===== src/rtl/vend_ctrl.sv =====
// vend_ctrl: parametrised vending-machine controller with saturating credit, per-item stock,
//   selection validation, and one-cycle vend / change / coin-reject / sel-error strobes.
// Ports: clk, reset (sync, active-high); coin_valid/coin_value, sel_valid/sel_item, cancel,
//   restock in; credit, vend_valid/vend_item, change_valid/change_value, coin_reject,
//   sel_error, busy, stock_empty out. Every output is registered.
module vend_ctrl #(
  parameter int N_ITEMS    = 4,
  parameter int SEL_W      = 2,
  parameter int COIN_W     = 6,
  parameter int CREDIT_W   = 8,
  parameter int PRICE_BASE = 10,
  parameter int PRICE_STEP = 5,
  parameter int MAX_CREDIT = 200,
  parameter int STOCK_W    = 4,
  parameter int INIT_STOCK = 5
) (
  input  logic                clk,
  input  logic                reset,
  input  logic                coin_valid,
  input  logic [COIN_W-1:0]   coin_value,
  input  logic                sel_valid,
  input  logic [SEL_W-1:0]    sel_item,
  input  logic                cancel,
  input  logic                restock,
  output logic [CREDIT_W-1:0] credit,
  output logic                vend_valid,
  output logic [SEL_W-1:0]    vend_item,
  output logic                change_valid,
  output logic [CREDIT_W-1:0] change_value,
  output logic                coin_reject,
  output logic [1:0]          sel_error,
  output logic                busy,
  output logic [N_ITEMS-1:0]  stock_empty
);

  typedef enum logic [1:0] {S_IDLE, S_CREDIT, S_VEND, S_CHANGE} state_t;

  localparam logic [CREDIT_W:0]  MAX_SUM    = (CREDIT_W+1)'(MAX_CREDIT);
  localparam logic [31:0]        N_ITEMS_U  = 32'(N_ITEMS);
  localparam logic [STOCK_W-1:0] INIT_CNT   = STOCK_W'(INIT_STOCK);
  localparam logic               INIT_EMPTY = (INIT_STOCK == 0);

  localparam logic [1:0] ERR_NONE    = 2'd0;
  localparam logic [1:0] ERR_CREDIT  = 2'd1;
  localparam logic [1:0] ERR_STOCK   = 2'd2;
  localparam logic [1:0] ERR_INVALID = 2'd3;

  state_t             state;
  logic [STOCK_W-1:0] stock [N_ITEMS];

  logic                coin_in;
  logic [CREDIT_W:0]   coin_sum;
  logic                coin_fits;
  logic                sel_in_range;
  logic [STOCK_W-1:0]  sel_stock;
  logic [CREDIT_W-1:0] sel_price;
  logic [1:0]          sel_code;

  // Selection checks and coin accumulation, evaluated against current credit/stock.
  always_comb begin
    coin_in      = coin_valid && (coin_value != '0);
    // One extra bit so an overflowing sum is seen rather than wrapped.
    coin_sum     = {1'b0, credit} + (CREDIT_W+1)'(coin_value);
    coin_fits    = (coin_sum <= MAX_SUM);
    sel_in_range = (32'(sel_item) < N_ITEMS_U);
    sel_price    = CREDIT_W'(PRICE_BASE + int'(sel_item) * PRICE_STEP);
    sel_stock    = '0;
    for (int i = 0; i < N_ITEMS; i++) begin
      if (32'(sel_item) == 32'(i)) sel_stock = stock[i];
    end
    if (!sel_in_range)          sel_code = ERR_INVALID;
    else if (sel_stock == '0)   sel_code = ERR_STOCK;
    else if (credit < sel_price) sel_code = ERR_CREDIT;
    else                        sel_code = ERR_NONE;
  end

  always_ff @(posedge clk) begin
    if (reset) begin
      state        <= S_IDLE;
      credit       <= '0;
      vend_valid   <= 1'b0;
      vend_item    <= '0;
      change_valid <= 1'b0;
      change_value <= '0;
      coin_reject  <= 1'b0;
      sel_error    <= ERR_NONE;
      busy         <= 1'b0;
      for (int i = 0; i < N_ITEMS; i++) begin
        stock[i]       <= INIT_CNT;
        stock_empty[i] <= INIT_EMPTY;
      end
    end else begin
      // Strobes and their qualified data fall back to zero unless set below.
      vend_valid   <= 1'b0;
      vend_item    <= '0;
      change_valid <= 1'b0;
      change_value <= '0;
      coin_reject  <= 1'b0;
      sel_error    <= ERR_NONE;

      case (state)
        S_IDLE: begin
          // Credit is zero here, so coin_sum is just the coin value.
          if (coin_in) begin
            if (coin_fits) begin
              credit <= coin_sum[CREDIT_W-1:0];
              state  <= S_CREDIT;
            end else begin
              coin_reject <= 1'b1;
            end
          end
          if (sel_valid) sel_error <= sel_in_range ? ERR_CREDIT : ERR_INVALID;
        end

        S_CREDIT: begin
          if (cancel) begin
            state        <= S_CHANGE;
            busy         <= 1'b1;
            change_valid <= (credit != '0);
            change_value <= credit;
            coin_reject  <= coin_in;
          end else if (sel_valid && (sel_code == ERR_NONE)) begin
            state       <= S_VEND;
            busy        <= 1'b1;
            vend_valid  <= 1'b1;
            vend_item   <= sel_item;
            credit      <= credit - sel_price;
            coin_reject <= coin_in;
            for (int i = 0; i < N_ITEMS; i++) begin
              if (32'(sel_item) == 32'(i)) begin
                stock[i]       <= stock[i] - 1'b1;
                stock_empty[i] <= (stock[i] == STOCK_W'(1));
              end
            end
          end else begin
            if (sel_valid) sel_error <= sel_code;
            if (coin_in) begin
              if (coin_fits) credit      <= coin_sum[CREDIT_W-1:0];
              else           coin_reject <= 1'b1;
            end
          end
        end

        S_VEND: begin
          state        <= S_CHANGE;
          change_valid <= (credit != '0);
          change_value <= credit;
          coin_reject  <= coin_in;
        end

        S_CHANGE: begin
          state       <= S_IDLE;
          busy        <= 1'b0;
          credit      <= '0;
          coin_reject <= coin_in;
        end

        default: state <= S_IDLE;
      endcase

      // Placed after the case so a reload overrides a same-cycle decrement.
      if (restock && ((state == S_IDLE) || (state == S_CREDIT))) begin
        for (int i = 0; i < N_ITEMS; i++) begin
          stock[i]       <= INIT_CNT;
          stock_empty[i] <= INIT_EMPTY;
        end
      end
    end
  end

endmodule


===== config.mk =====
export PLATFORM = sky130hd
export DESIGN_NAME = vend_ctrl
export DESIGN_NICKNAME = d
export VERILOG_FILES = /design/src/rtl/vend_ctrl.sv
export SDC_FILE = /design/constraint.sdc
export NUM_CORES = 1
export LEC_CHECK = 0
export BUFFER_PORTS_ARGS = -buffer_cell sky130_fd_sc_hd__buf_2
export CAP_MARGIN = 5
export CORE_UTILIZATION = 52
export DETAILED_ROUTE_END_ITERATION = 10
export GPL_TIMING_DRIVEN = 0
export PLACE_DENSITY = 0.73
export SETUP_SLACK_MARGIN = 0.4
export SYNTH_ARGS = -nofsm -noshare
export SYNTH_HDL_FRONTEND = slang
export SYNTH_SLANG_ARGS = --single-unit

===== constraint.sdc =====
create_clock -name clk -period 2.5 [get_ports clk]
set_clock_uncertainty 0.05 [all_clocks]
set_input_delay 0.25 -clock clk [delete_from_list [all_inputs] [get_ports clk]]
set_output_delay 0.25 -clock clk [all_outputs]
set_load 0.005 [all_outputs]

==> flow_summary.ini, run 1 <==
[status]
status = finished with violations
violations = negative setup slack

[yosys]
synth_compound_area_frac = 0.204
syn_area_mm2 = 0.00297
synthAdderAreaFrac = 0.127
async_reset_ff_frac = 0
synth_top_area_frac = 0.256
synth-seq-cells = 46
synth.most_common_cell = dfxtp_1
synth.area.top_cells = dfxtp_1 26%, ha_1 11%, edfxtp_1 8.1%
synth_fp_nets = 388
synth_top_area_cell = dfxtp_1
synthMuxAreaShare = 0.0105
yosysUniqueCellTypes = 63
yosys_most_used_dff = dfxtp_1
synth_top_family_by_area = simple AND/OR/NAND/NOR gates
synth_edf_count = 8
ys_warn_count = 0
synth_xor_area_frac = 0.0443
yosys.area_share.simple = 0.225
synthCells = 345
yosysSeqAreaShare = 0.337
avgSynthCellArea_um2 = 8.60
yosys-top-cells-count = 38 x dfxtp_1, 36 x nand2_1, 31 x nor2_1

[power_and_ir_drop]
p_total_w = 0.00393
p_leak_nw = 1.76
comb_power_share = 0.613
p_seq_frac = 0.270
p_int_w = 0.00222
peakVddDrop_mv = 0.644
power.share.clock = 0.116
p_sw_w = 0.00171
p_sw_frac = 0.434
p_per_area_mw_per_mm2 = 953

[route]
drc = 0
postRouteWirelength_um = 8910
drt.antenna.violating_nets = 0
avgRoutedWirePerCell_um = 17.9
route.vias.total = 3039
first_pass_iters = 5
via_per_inst = 6.10
drtIter0Drc = 292

[critical_path]
cp_max_fo = 5
crit_required_ns = 2.66
cp-start-kind = flip-flop
end_kind = flip-flop
rrSetupSlack_ns = -0.01
crit_type = reg -> reg
rr_startpoint = credit[0]$_SDFFE_PP0P_
r2r_end = credit[1]$_SDFFE_PP0P_
crit_arrival_ns = 2.67
rr_worst_depth = 10

[sta]
finalHoldViolCount = 0
setup_ws_ns = -0.0147
post-route-min-period_ns = 2.51
slew_headroom = 0.643
slew_viol_final = 0
max_freq_mhz = 398
rsz0062_at_grt = yes
min_period_over_period = 1.01
setup_tns_ns = -0.0190
setup_viol = 3
worstMarginPinSlew_ns = 0.536

[clock_network]
clkSlewWorstSetupHoldPaths_ns = 0.08
clk_path_buf_depth = 2
cts_tree = yes
cts_sinks = 46
cts_root_buffer = clkbuf_8
cts_hold_buf = 0
numCtsBuffers = 5
insertion_delay_ns = 0.31
ctsHtreeMaxLevel = 2

[die]
chipHeight_um = 77.5
ioPinCount = 42
die_area_mm2 = 0.00601
start_util = 0.539
core_area_mm2 = 0.00551
row_count = 27
dieWidth_um = 77.5

[layout]
fin_nets = 468
drive_gt1_frac = 0.401
fin_cells = 498
stdcell_area_mm2 = 0.00413
num_antenna_cells = 0
synthToLayoutAreaGrowth_pct = 39.0

[grt]
grt_pass1_vias = 2805
grt.overflow.total = 0
grt_antenna_before_repair = 0
grt_pass1_wl_um = 13600
grt_max_degree = 15
grt_usage = 0.285

[placement]
finalWeightedCongestion = 0.882
dp.cells = 456
dp_hpwl_um = 5230
placed_area_mm2 = 0.00332
io_buffers = 39
dp_slack_ns = -0.387

[hold_path]
hp-start = sel_valid
min_path_cells = 3
holdPathEnd = sel_error[0]$_SDFF_PP0_
hold_path.class = in -> reg

[run]
max_cap_violations = 0
==> how the worst max path moves through the flow <==
stage | startpoint | slack (ns) | endpoint
floorplan | credit[0]$_SDFFE_PP0P_ | 0.10 | credit[1]$_SDFFE_PP0P_
global placement | sel_item[0] | -0.34 | stock[1][2]$_SDFFCE_PP1P_
detailed placement | sel_item[0] | -0.39 | stock[1][2]$_SDFFCE_PP1P_
CTS | credit[0]$_SDFFE_PP0P_ | 0.04 | credit[1]$_SDFFE_PP0P_
global route | credit[0]$_SDFFE_PP0P_ | -0.16 | credit[2]$_SDFFE_PP0P_
finish | credit[0]$_SDFFE_PP0P_ | -0.01 | credit[1]$_SDFFE_PP0P_
==> layout by cell type (no fill, tap or decap), types with 8 or more instances in the layout <==
cell type and count:
nand2_1 28, buf_2 38, a21oi_1 16, edfxtp_1 8, nor2_1 24, buf_6 14, buf_4 22, ha_1 20
nand4_1 10, dfxtp_1 32, inv_1 24
==> final cells by class <==
type	instances	area (um^2)
well taps	72	90.1
multi-input cells	261	2240
clock buffers	7	76.3
inverters	29	111
plain buffers	9	71.3
repair buffers	73	507
clock inverters	1	7.51
fillers	359	1380
flip-flops and latches	46	1020
==> worst max-delay path: stages (launching register included) <==
cell	delay [ns]
dfxtp_4	0.39
ha_4	0.13
inv_2	0.03
fa_2	0.38
nor2b_4	0.14
o211ai_1	0.10
a21oi_2	0.27
xnor2_2	0.13
a31oi_4	0.31
mux2_4	0.34
o22ai_2	0.16
==> flip-flops by register name, indices dropped and copies added (netlist names), 2 cells and up <==
register	cells
credit	8
stock_empty	4
state	2
sel_error	2
change_value	8
stock	16
vend_item	2
==> metal layers <==
layer,wire (um),global-route usage,part of all wire
met2,4330,0.474,0.49
met1,3870,0.372,0.43
met4,169,0.102,0.019
met3,530,0.0459,0.059
met5,0,0,0
==> what timing repair did <==
item	4_1_cts	5_1_grt
endpoints found under the hold margin	0	0
pin swaps	28	29
setup endpoints to repair	42	44
buffers inserted	24	8
gates cloned	2	0
gates resized for setup	66	43
==> cells by family after synthesis <==
kind of cell,Yosys count
simple gates,132
compound gates,82
flops,46
buf+inv,38
fa+ha+maj,29
xor+xnor,15
mux,3
==> power groups by stage <==
stage	logic [W]	registers (W)	clock network, W
2_1_floorplan	0.00125	0.00100	0
3_3_place_gp	0.00160	0.00104	0
3_5_place_dp	0.00163	0.00104	0
4_1_cts	0.00207	0.00105	0.000456
5_1_grt	0.00259	0.00108	0.000485
6_report	0.00241	0.00106	0.000458
==> stage by stage <==
stage | utilization | hold slack (ns)
after global routing | 0.749 | 0.213
after detailed placement | 0.603 | 0.374
after global placement | 0.603 | 0.368
after CTS | 0.704 | 0.179
after floorplan | - | 0.343
final | 0.749 | 0.193
Power figures use the tool's default switching activity.
==> run 2: changes to the inputs <==
--- a/config.mk
+++ b/config.mk
@@ -5,6 +5,7 @@
 export SDC_FILE = /design/constraint.sdc
 export NUM_CORES = 1
 export LEC_CHECK = 0
+export ABC_AREA = 1
 export BUFFER_PORTS_ARGS = -buffer_cell sky130_fd_sc_hd__buf_2
 export CAP_MARGIN = 5
 export CORE_UTILIZATION = 52
==> run 2 against run 1 <==
Against the previous run: the flow now finishes without violations; first-iteration DRC count fell by 32%; combinational power fell by 32%; register-to-register slack improved by 0.09 ns; sequential power fell by 7%; flip-flop and latch count did not move; core utilization fell by 3.9 points; worst hold slack got worse by 0.029 ns; global-route usage fell by 2.7 points; routed wire length fell by 13%; critical endpoint unchanged; largest power group unchanged.
==> flow_summary.ini, run 2 <==
[clock_network]
insertion_delay_ns = 0.30
clkSlewWorstSetupHoldPaths_ns = 0.09
numCtsBuffers = 5
cts_root_buffer = clkbuf_8
ctsHtreeMaxLevel = 2
cts_tree = yes
clk_path_buf_depth = 2
cts_sinks = 46
cts_hold_buf = 0

[route]
drtIter0Drc = 199
postRouteWirelength_um = 7740
route.vias.total = 2997
drt.antenna.violating_nets = 0
first_pass_iters = 4
avgRoutedWirePerCell_um = 13.5
drc = 0
via_per_inst = 5.24

[yosys]
syn_area_mm2 = 0.00309
async_reset_ff_frac = 0
synth_edf_count = 8
synth_top_area_cell = dfxtp_1
synth_fp_nets = 469
avgSynthCellArea_um2 = 7.25
yosys-top-cells-count = 111 x nand2_1, 60 x inv_1, 38 x dfxtp_1, 38 x nor2_1, 34 x nand3_1
yosysSeqAreaShare = 0.324
synth_top_area_frac = 0.246
synth.most_common_cell = nand2_1
yosys_most_used_dff = dfxtp_1
ys_warn_count = 0
synth.area.top_cells = dfxtp_1 25%, nand2_1 13%, ha_1 11%
synth-seq-cells = 46
synthCells = 426
yosysUniqueCellTypes = 42

[sta]
setup_tns_ns = 0
slew_headroom = 0.552
post-route-min-period_ns = 2.43
rsz0062_at_grt = yes
max_freq_mhz = 412
min_period_over_period = 0.970
finalHoldViolCount = 0
worstMarginPinSlew_ns = 0.672
timing.hold.ws_ns = 0.164
slew_viol_final = 0
setup_viol = 0

[die]
ioPinCount = 42
dieWidth_um = 79.1
die_area_mm2 = 0.00625
start_util = 0.551
row_count = 27
chipHeight_um = 79.1
core_area_mm2 = 0.00561

[critical_path]
cp_max_fo = 4
crit_arrival_ns = 2.52
cp-start-kind = flip-flop
crit_required_ns = 2.60
crit_type = reg -> reg
end_kind = flip-flop

[layout]
num_antenna_cells = 0
final_core_util = 0.710
largest_reg_flops = 16
drive_gt1_frac = 0.318
mostFrequentLayoutCell = nand2_1
synthToLayoutAreaGrowth_pct = 28.9
top_register = stock
fin_cells = 572
final_cell_mix = 100 x nand2_1, 53 x inv_1, 42 x buf_2
fin_nets = 542
reg.largest.list = stock: 16 flops, change_value: 8 flops, credit: 8 flops
nFillCells = 472

[placement]
dp.cells = 539
dp_hpwl_um = 5420
io_buffers = 41
finalWeightedCongestion = 0.873

[grt]
grt_antenna_before_repair = 0
grt.overflow.total = 0
grt_max_degree = 15
grt_usage = 0.258
grt_pass1_vias = 2772
grt_pass1_wl_um = 12600

[power_and_ir_drop]
p_leak_nw = 1.94
peakVddDrop_mv = 0.555
p_per_area_mw_per_mm2 = 775
p_total_w = 0.00309

[status]
status = complete, no violations

[run]
max_cap_violations = 0

[hold_path]
hold_path.class = in -> reg
[run 2: changes by cell type after synthesis, moves of 7 or more]
cell,previous run,this run
nor2_1,31,38
xnor2_1,10,2
inv_1,29,60
and3_1,8,0
nor3_1,9,2
nand3_1,10,34
nand2_1,36,111
[run 2: area by class of cell]
type                       count  area [um^2]  share of cell area
multi-input combinational    306         2020               0.508
sequential                    46         1010               0.254
timing repair buffer          65          438               0.110
inverter                      69          282              0.0707
tap                           72         90.1              0.0226
clock buffer                   7         76.3              0.0192
buffer                         6         53.8              0.0135
clock inverter                 1         7.51             0.00189
[run 2: critical path, stage by stage (launching register included)]
cell and delay (ns):
dfxtp_4 0.40, ha_4 0.15, inv_2 0.04, fa_2 0.54, inv_1 0.04, nor2_1 0.08, nand2_1 0.06, nand3_1 0.07
nand2_1 0.05, inv_1 0.06, nand2_2 0.06, nand2_4 0.09, buf_6 0.12, buf_12 0.09, nand4_1 0.08, nand3_1 0.12
nand2_1 0.06, nand2_1 0.06, a21oi_1 0.07
[run 2: final timing paths]
check,from,to,slack (ns),depth (start not counted)
worst max-delay path,credit[0]$_SDFFE_PP0P_,credit[1]$_SDFFE_PP0P_,0.07,18
worst max register to register,credit[0]$_SDFFE_PP0P_,credit[1]$_SDFFE_PP0P_,0.07,18
worst min register to register,stock_empty[2]$_SDFFE_PP0P_,stock_empty[2]$_SDFFE_PP0P_,0.42,2
worst min-delay path,cancel,vend_valid$_SDFF_PP0_,0.16,2
[run 2: metrics by stage]
stage / area [um^2] / worst slack (ns)
final: 3980 / 0.0746
after global routing: 3980 / -0.0467
after CTS: 3810 / 0.209
after detailed placement: 3470 / -0.0747
after global placement: 3470 / -0.0212
after floorplan: 3170 / 0.344
[run 2: power breakdown]
| group | internal, W | total, W | switching (W) |
|---|---|---|---|
| Clock | 0.000198 | 0.000451 | 0.000253 |
| Sequential | 0.000863 | 0.000984 | 0.000122 |
| Combinational | 0.000675 | 0.00165 | 0.000975 |
| Total | 0.00174 | 0.00309 | 0.00135 |
[run 2: layer usage]
metal,vias to the layer above,track usage,share of wire
met4,0,0.0618,0.011
met3,8,0.0402,0.065
li1,1525,-,-
met5,-,0,0
met1,1370,0.350,0.45
met2,94,0.427,0.47
[run 2: kinds of logic after synthesis]
| kind of cell | after synthesis | synth area share |
|---|---|---|
| simple gates | 224 | 0.348 |
| buf+inv | 75 | 0.102 |
| compound gates | 46 | 0.0871 |
| flops | 46 | 0.324 |
| fa+ha+maj | 29 | 0.122 |
| xor+xnor | 6 | 0.0170 |
[run 2: what timing repair did]
item,4_1_cts,5_1_grt
cloned,3,0
pin swaps,15,12
setup buffers,14,8
gates resized for setup,27,26
endpoints found under the setup margin,44,43
==> run 3: changes to the inputs <==
--- a/config.mk
+++ b/config.mk
@@ -11,7 +11,7 @@
 export CORE_UTILIZATION = 52
 export DETAILED_ROUTE_END_ITERATION = 10
 export GPL_TIMING_DRIVEN = 0
-export PLACE_DENSITY = 0.73
+export PLACE_DENSITY = 0.88
 export SETUP_SLACK_MARGIN = 0.4
 export SYNTH_ARGS = -nofsm -noshare
 export SYNTH_HDL_FRONTEND = slang
==> run 3 against run 2 <==
Against the previous run: the run now ends with negative setup slack left; first-iteration DRC count rose to 2.5 times the previous value; final cell count decreased by 0.17%; routed wire length rose by 35%; global-route usage grew 3.8 points; count of clock-buffer cells in the layout decreased by 2; power rose by 13%; combinational power grew 16%; highest routed layer unchanged; core utilization grew 1.5 points; largest cell class unchanged; worst hold slack worse by 0.014 ns; cell area is 2.2% higher.
==> flow_summary.ini, run 3 (synthesis results as in run 2) <==
[critical_path]
crit_required_ns = 2.67
cp-start-kind = flip-flop
rrSetupSlack_ns = -0.14
cp_max_fo = 5
crit_arrival_ns = 2.81
end_kind = flip-flop
crit_type = reg -> reg
r2r_end = credit[2]$_SDFFE_PP0P_
rr_startpoint = credit[0]$_SDFFE_PP0P_
rr_worst_depth = 16

[layout]
fin_nets = 541
synthToLayoutAreaGrowth_pct = 31.7
top_register = stock
reg.largest.list = stock: 16 flops, change_value: 8 flops, credit: 8 flops
num_antenna_cells = 0
final_cell_mix = 98 x nand2_1, 52 x inv_1, 43 x buf_2
mostFrequentLayoutCell = nand2_1
largest_reg_flops = 16
fin_cells = 571
drive_gt1_frac = 0.335

[power_and_ir_drop]
peakVddDrop_mv = 0.442
p_per_area_mw_per_mm2 = 858
p_leak_nw = 1.98

[sta]
finalHoldViolCount = 0
post-route-min-period_ns = 2.64
slew_viol_final = 0
setup_viol = 23
slew_headroom = 0.486
worstMarginPinSlew_ns = 0.770
setup_ws_ns = -0.143
min_period_over_period = 1.06
max_freq_mhz = 378
setup_tns_ns = -1.12
rsz0062_at_grt = yes

[die]
die_area_mm2 = 0.00625
start_util = 0.551
chipHeight_um = 79.1
core_area_mm2 = 0.00561
row_count = 27
dieWidth_um = 79.1
ioPinCount = 42

[clock_network]
cts_hold_buf = 0
cts_root_buffer = clkbuf_8
numCtsBuffers = 5
clk_path_buf_depth = 2
cts_sinks = 46
insertion_delay_ns = 0.32
clkSlewWorstSetupHoldPaths_ns = 0.09
ctsHtreeMaxLevel = 2
cts_tree = yes

[route]
route.vias.total = 3530
drtIter0Drc = 507
postRouteWirelength_um = 10400
wl_met2_um = 4700
first_pass_iters = 6
met1_length_um = 3720
avgRoutedWirePerCell_um = 18.3
wl_met3_um = 1110
via_per_inst = 6.18
top_layer = met4
drc = 0
drt.antenna.violating_nets = 0

[placement]
dp_slack_ns = -0.0473
dp.cells = 539
finalWeightedCongestion = 0.836
io_buffers = 41
dp_hpwl_um = 5530

[grt]
grt_pass1_wl_um = 14300
grt.overflow.total = 0
grt_max_degree = 16
grt_usage = 0.295
grt_pass1_vias = 3194
grt_antenna_before_repair = 0

[hold_path]
hp-start = cancel
min_path_cells = 2
hold_path.class = in -> reg
holdPathEnd = vend_valid$_SDFF_PP0_

[run]
max_cap_violations = 0

[status]
violations = negative setup slack
status = finished with violations
==> run 3: stage by stage <==
stage	cell area (um^2)	hold slack, ns	util	total power (W)
3_5_place_dp	3470	0.410	0.619	0.00235
4_1_cts	3880	0.143	0.691	0.00309
5_1_grt	4070	0.141	0.726	0.00363
6_report	4070	0.150	0.726	0.00349
3_3_place_gp	3470	0.399	0.619	0.00229
2_1_floorplan	3170	0.274	-	0.00199
==> run 3: how the worst max path moves through the flow <==
stage	startpoint	to	depth (start not counted)
final	credit[0]$_SDFFE_PP0P_	credit[2]$_SDFFE_PP0P_	16
after global placement	sel_item[0]	stock[2][0]$_SDFFCE_PN1P_	15
after floorplan	credit[0]$_SDFFE_PP0P_	stock[2][1]$_SDFFCE_PN0P_	15
after global routing	credit[0]$_SDFFE_PP0P_	stock[0][0]$_SDFFE_PP1P_	17
after CTS	credit[0]$_SDFFE_PP0P_	credit[6]$_SDFFE_PP0P_	18
after detailed placement	sel_item[1]	stock[2][0]$_SDFFCE_PN1P_	15
==> run 3: layout make-up <==
type,instances,area (um^2)
well taps,72,90.1
fillers,383,1540
inverters,69,284
multi-input cells,306,2080
plain buffers,6,51.3
clock buffers,5,68.8
repair buffers,64,437
clock inverters,3,43.8
flip-flops and latches,46,1010
==> run 3: timing repair <==
item                                    CTS  global route
gates resized for setup                  34            37
pin swaps                                15            16
endpoints found under the setup margin   43            48
buffers inserted                         13             8
gates cloned                              3             0
==> run 3: worst max-delay path: stages, from the launching register on <==
cell and delay (ns):
dfxtp_4 0.38, buf_4 0.15, inv_4 0.06, ha_4 0.12, inv_2 0.04, fa_2 0.35
nand3_2 0.14, nand3_4 0.11, a21oi_4 0.22, nand2_2 0.11, nand3_4 0.10, nand2_1 0.13
nand2_4 0.15, nand3_1 0.09, nand2_1 0.07, nand2_1 0.06, a21oi_1 0.20
==> run 3: where the power goes <==
group | switching [W] | internal (W)
Combinational | 0.00120 | 0.000719
Clock | 0.000277 | 0.000300
Sequential | 0.000128 | 0.000863
Total | 0.00161 | 0.00188
==> run 3: routing by layer <==
metal  global-route usage  up-vias
met1                0.321     1579
met5                    0        -
li1                     -     1533
met3               0.0644      118
met2                0.512      300
met4                0.196        0
